==> config.mk <==
export PLATFORM = sky130hd
export DESIGN_NAME = uart_recv
export DESIGN_NICKNAME = d
export VERILOG_FILES = /design/src/rtl/uart_recv.sv
export SDC_FILE = /design/constraint.sdc
export NUM_CORES = 1
export LEC_CHECK = 0
export ABC_AREA = 0
export BUFFER_PORTS_ARGS = -buffer_cell sky130_fd_sc_hd__buf_2
export CAP_MARGIN = 20
export CORE_UTILIZATION = 50
export CTS_BUF_LIST = sky130_fd_sc_hd__clkbuf_8
export CTS_CLUSTER_SIZE = 25
export DETAILED_ROUTE_END_ITERATION = 10
export PLACE_DENSITY = 0.72
export SYNTH_ARGS = -nofsm -noshare
export SYNTH_HDL_FRONTEND = slang
export SYNTH_SLANG_ARGS = --single-unit
==> constraint.sdc <==
create_clock -name clk_sample -period 5.5 [get_ports clk_sample]
set_clock_uncertainty 0.15 [all_clocks]
set_input_delay 1.1 -clock clk_sample [delete_from_list [all_inputs] [get_ports clk_sample]]
set_output_delay 1.1 -clock clk_sample [all_outputs]
set_load 0.02 [all_outputs]
==> src/rtl/uart_recv.sv <==
// uart_recv: oversampling 8N1 UART receiver running on clk_sample.
// Recovers LSB-first frames from the asynchronous rxd pin, samples each bit
// at its centre and presents completed bytes in a one-entry holding register
// acknowledged by the falling edge of the active-low read strobe rdn.
`timescale 1ns/1ps

module uart_recv #(
   parameter int OVERSAMPLE = 16
) (
   input  logic       clk_sample,
   input  logic       rst,
   input  logic       rxd,
   input  logic       rdn,
   output logic [7:0] dout,
   output logic       rdy,
   output logic       overrun,
   output logic       frame_err
);

   localparam int CNT_W = $clog2(OVERSAMPLE);
   localparam logic [CNT_W-1:0] CNT_LAST = CNT_W'(OVERSAMPLE - 1);
   localparam logic [CNT_W-1:0] CNT_MID  = CNT_W'(OVERSAMPLE / 2 - 1);

   typedef enum logic [4:0] {
      IDLE    = 5'b00001,
      START   = 5'b00010,
      DATA    = 5'b00100,
      STOP    = 5'b01000,
      RECOVER = 5'b10000
   } state_t;

   state_t           state, state_nxt;
   logic [CNT_W-1:0] cnt, cnt_nxt;
   logic [2:0]       bitn, bitn_nxt;
   logic [7:0]       shift_reg, shift_nxt;
   logic             rxd1, rxd2;
   logic             rdn1, rdn2;
   logic             rd_edge;
   logic             byte_done;
   logic             stop_bad;

   // Two-flop synchronisers for the asynchronous line and read strobe (idle high)
   always_ff @(posedge clk_sample or negedge rst) begin
      if (!rst) begin
         rxd1 <= 1'b1;
         rxd2 <= 1'b1;
         rdn1 <= 1'b1;
         rdn2 <= 1'b1;
      end else begin
         rxd1 <= rxd;
         rxd2 <= rxd1;
         rdn1 <= rdn;
         rdn2 <= rdn1;
      end
   end

   // A read is the synchronised falling edge of rdn
   assign rd_edge = !rdn1 && rdn2;

   // Receiver state, tick/bit counters and the shift register
   always_ff @(posedge clk_sample or negedge rst) begin
      if (!rst) begin
         state     <= IDLE;
         cnt       <= '0;
         bitn      <= '0;
         shift_reg <= '0;
      end else begin
         state     <= state_nxt;
         cnt       <= cnt_nxt;
         bitn      <= bitn_nxt;
         shift_reg <= shift_nxt;
      end
   end

   // Frame sequencing: half-bit into the start bit, then one full bit per sample
   always_comb begin
      state_nxt = state;
      cnt_nxt   = cnt;
      bitn_nxt  = bitn;
      shift_nxt = shift_reg;
      byte_done = 1'b0;
      stop_bad  = 1'b0;
      case (state)
         IDLE: begin
            if (!rxd2) begin
               state_nxt = START;
               cnt_nxt   = '0;
            end
         end
         START: begin
            if (cnt == CNT_MID) begin
               cnt_nxt = '0;
               if (!rxd2) begin
                  state_nxt = DATA;
                  bitn_nxt  = '0;
               end else begin
                  // Line went back high before mid start bit: treat as a glitch
                  state_nxt = IDLE;
               end
            end else begin
               cnt_nxt = cnt + CNT_W'(1);
            end
         end
         DATA: begin
            if (cnt == CNT_LAST) begin
               shift_nxt = {rxd2, shift_reg[7:1]};
               cnt_nxt   = '0;
               bitn_nxt  = bitn + 3'd1;
               if (bitn == 3'd7) begin
                  state_nxt = STOP;
               end
            end else begin
               cnt_nxt = cnt + CNT_W'(1);
            end
         end
         STOP: begin
            if (cnt == CNT_LAST) begin
               cnt_nxt = '0;
               if (rxd2) begin
                  byte_done = 1'b1;
                  state_nxt = IDLE;
               end else begin
                  stop_bad  = 1'b1;
                  state_nxt = RECOVER;
               end
            end else begin
               cnt_nxt = cnt + CNT_W'(1);
            end
         end
         RECOVER: begin
            // Only a high line re-arms reception, so a break never starts a frame
            if (rxd2) begin
               state_nxt = IDLE;
            end
         end
         default: begin
            state_nxt = IDLE;
            cnt_nxt   = '0;
            bitn_nxt  = '0;
         end
      endcase
   end

   // Holding register: a completed byte wins over a simultaneous read
   always_ff @(posedge clk_sample or negedge rst) begin
      if (!rst) begin
         dout      <= 8'h00;
         rdy       <= 1'b0;
         overrun   <= 1'b0;
         frame_err <= 1'b0;
      end else begin
         frame_err <= stop_bad;
         if (byte_done) begin
            dout <= shift_reg;
            rdy  <= 1'b1;
            if (rd_edge) begin
               overrun <= 1'b0;
            end else if (rdy) begin
               overrun <= 1'b1;
            end
         end else if (rd_edge) begin
            rdy     <= 1'b0;
            overrun <= 1'b0;
         end
      end
   end

endmodule

==> results.yml <==
clocking:
  clock-sinks: 35
  clkLatencyLatePin_ns: 0.29
  cts-htree-levels: 2
  clock_path_buffers: 2
  cts_hold_buf: 0
  cts_root_buf: "clkbuf_8"
  clk_pin_slew_ns: 0.08
  numCtsBuffers: 5
  ctsResizeCount: 0
  cts_tree: "done"
  post_cts_buffers: 0
logic_synthesis:
  synth_edf_count: 0
  synth.area.top_cells: "dfrtp_1, mux2_2, dfstp_2"
  ys_types: 36
  synthArstFlopShare_pct: 100
  ys_top_cells_by_count: "dfrtp_1, mux2_2, o21ai_0"
  synth_top_area_share_pct: 46.7
  ys_seq_area_share_pct: 54.9
  yosysTopAreaCell: "dfrtp_1"
  synth_most_common_cell: "dfrtp_1"
  ys_warn_count: 0
  avgSynthCellArea_sq_um: 11.6
  netlist_instances: 138
  synth_area_sq_um: 1610
  ys_seq_elements: 35
  synth_ff_type: "dfrtp_1"
  synth_fp_nets: 145
finish:
  nets: 160
  drive_gt1_share_pct: 32.5
  n_antenna_cell: 0
  fillers: 272
  syn_to_final_growth_pct: 9.81
  finalNonFillerCells: 198
power_and_ir_drop:
  p_per_area_nw_per_um2: 362
  peakVddDrop_uv: 227
  p_leak_nw: 0.873
floorplan:
  die_w_microns: 58.7
  ios: 15
  start_util_pct: 52.6
  dieArea_sq_um: 3440
  num_rows: 20
  die_h_microns: 58.7
  coreArea_sq_um: 3050
grt:
  grt_max_degree: 36
  grt_pass1_vias: 1060
  grt_pass1_wl_microns: 4650
  antenna_found_initial: 0
  grt_use_total_pct: 19.5
  grt.overflow.total: 0
timing:
  slew_headroom_pct: 48.0
  tns_ns: 0
  drv_slew: 0
  worst_slew_pin_slew_ns: 0.777
  hold_viol: 0
  max_freq_mhz: 438
  setup_viol: 0
  period_share_pct: 41.5
  rsz0062_at_grt: "false"
  final.min_clock_period_ns: 2.28
place:
  placedCellCount: 190
  gp_congestion: 0.859
  hpwl_microns: 1990
  portBuffers: 14
setup_path:
  worstSetupEndpointType: "flop"
  cp_cell_sequence: "nor2_2, nand3_1, nor2_1, mux2_2"
  required_ns: 5.52
  r2r_start: "state[4]$_DFFE_PN0P_"
  path_class: "flop to flop"
  slowest_stage: "nor2_1"
  start_kind: "flop"
  startpoint: "state[4]$_DFFE_PN0P_"
  critPathMaxStageDelay_ns: 0.67
  worstPathMaxFanout: 11
  cp.arrival_ns: 2.30
min_path:
  hold_start: "rxd1$_DFF_PN1_"
  hold_path.class: "flop to flop"
drt:
  drt_wl_total_microns: 2740
  vias_per_cell: 5.28
  drt_pass1_iterations: 4
  num_vias: 1046
  drc: 0
  antenna_left: 0
  drt_iter0_drc: 16
  routedWlPerCell_microns: 13.9
run:
  cap_violations: 0
run_status:
  outcome: "finished, final reports clean"
==> through the flow <==
step                hold slack [ns]  area (sq um)  setup slack, ns  total power, mW  utilization [%]
CTS                           0.210          1760             3.22            0.644             57.8
detailed placement            0.200          1680             3.23            0.461             54.9
floorplan                     0.195          1610             3.73            0.438                -
finish                        0.208          1760             3.22            0.639             57.8
global placement              0.196          1680             3.31            0.452             54.9
global route                  0.215          1760             3.08            0.676             57.8
==> layout by cell type, fill, tap and decap left out, types with 2 or more instances in the layout <==
cell        count
nor2_1          9
nor3_1          4
dfrtp_1        30
buf_2          14
nand3b_1        2
clkbuf_8        5
clkinvlp_4      2
inv_1           6
dfstp_2         5
o21ai_0        12
a21oi_1         4
nand3_1         4
and3_1          2
nand2_1        11
mux2_2         16
xor2_1          2
nand2b_1        2
ha_1            3
o22ai_1         2
==> worst max-delay path, delay by kind of cell (launching register included) <==
kind             cells  cell delay [ns]
and+or+nand+nor      3             1.13
DFF                  1             0.47
muxes                1             0.42
==> report_power, final <==
part           leakage (nW)  internal, mW  switching, mW
clock                0.0402        0.0879         0.0948
combinational         0.363        0.0646         0.0871
sequential            0.469         0.278         0.0270
==> cell families (layout without fill, tap and decap cells) <==
group | count (synthesis) | in the layout | synth area share (%)
DFF | 35 | 35 | 54.9
xor gates and xnor gates | 3 | 3 | 1.64
buffers and inverters | 12 | 28 | 4.91
adders and majority gates | 3 | 3 | 2.34
and+or+nand+nor | 41 | 41 | 12.5
AOI/OAI and AO/OA | 26 | 26 | 10.9
muxes | 18 | 18 | 12.8
==> layer usage <==
metal | wire length [microns] | global-route usage [%] | vias up
met2 | 1430 | 32.5 | 16
met3 | 88 | 5.71 | 5
met1 | 1150 | 21.5 | 518
met4 | 78 | 13.3 | 0
li1 | - | - | 507
met5 | 0 | 0 | -
==> path summary, 6_finish.rpt <==
check / end / slack [ns] / depth (start not counted)
max: shift_reg[0]$_DFFE_PN0P_ / 3.22 / 4
min in group asynchronous: cnt[3]$_DFFE_PN0P_ / 0.71 / 1
min: rxd2$_DFF_PN1_ / 0.21 / 0
max in group asynchronous: dout[1]$_DFFE_PN0P_ / 4.01 / 1
max reg2reg: shift_reg[0]$_DFFE_PN0P_ / 3.22 / 4
min reg2reg: rxd2$_DFF_PN1_ / 0.21 / 0
==> layout make-up <==
class                           count  area [sq um]  area share, %
Clock inverter                      3          20.0           1.13
Sequential cell                    35           882           50.0
Tap cell                           44          55.1           3.12
Timing Repair Buffer               14          70.1           3.97
Clock buffer                        5          68.8           3.90
Inverter                            6          22.5           1.28
Multi-Input combinational cell     91           646           36.6
(Power assumes the default switching activity.)
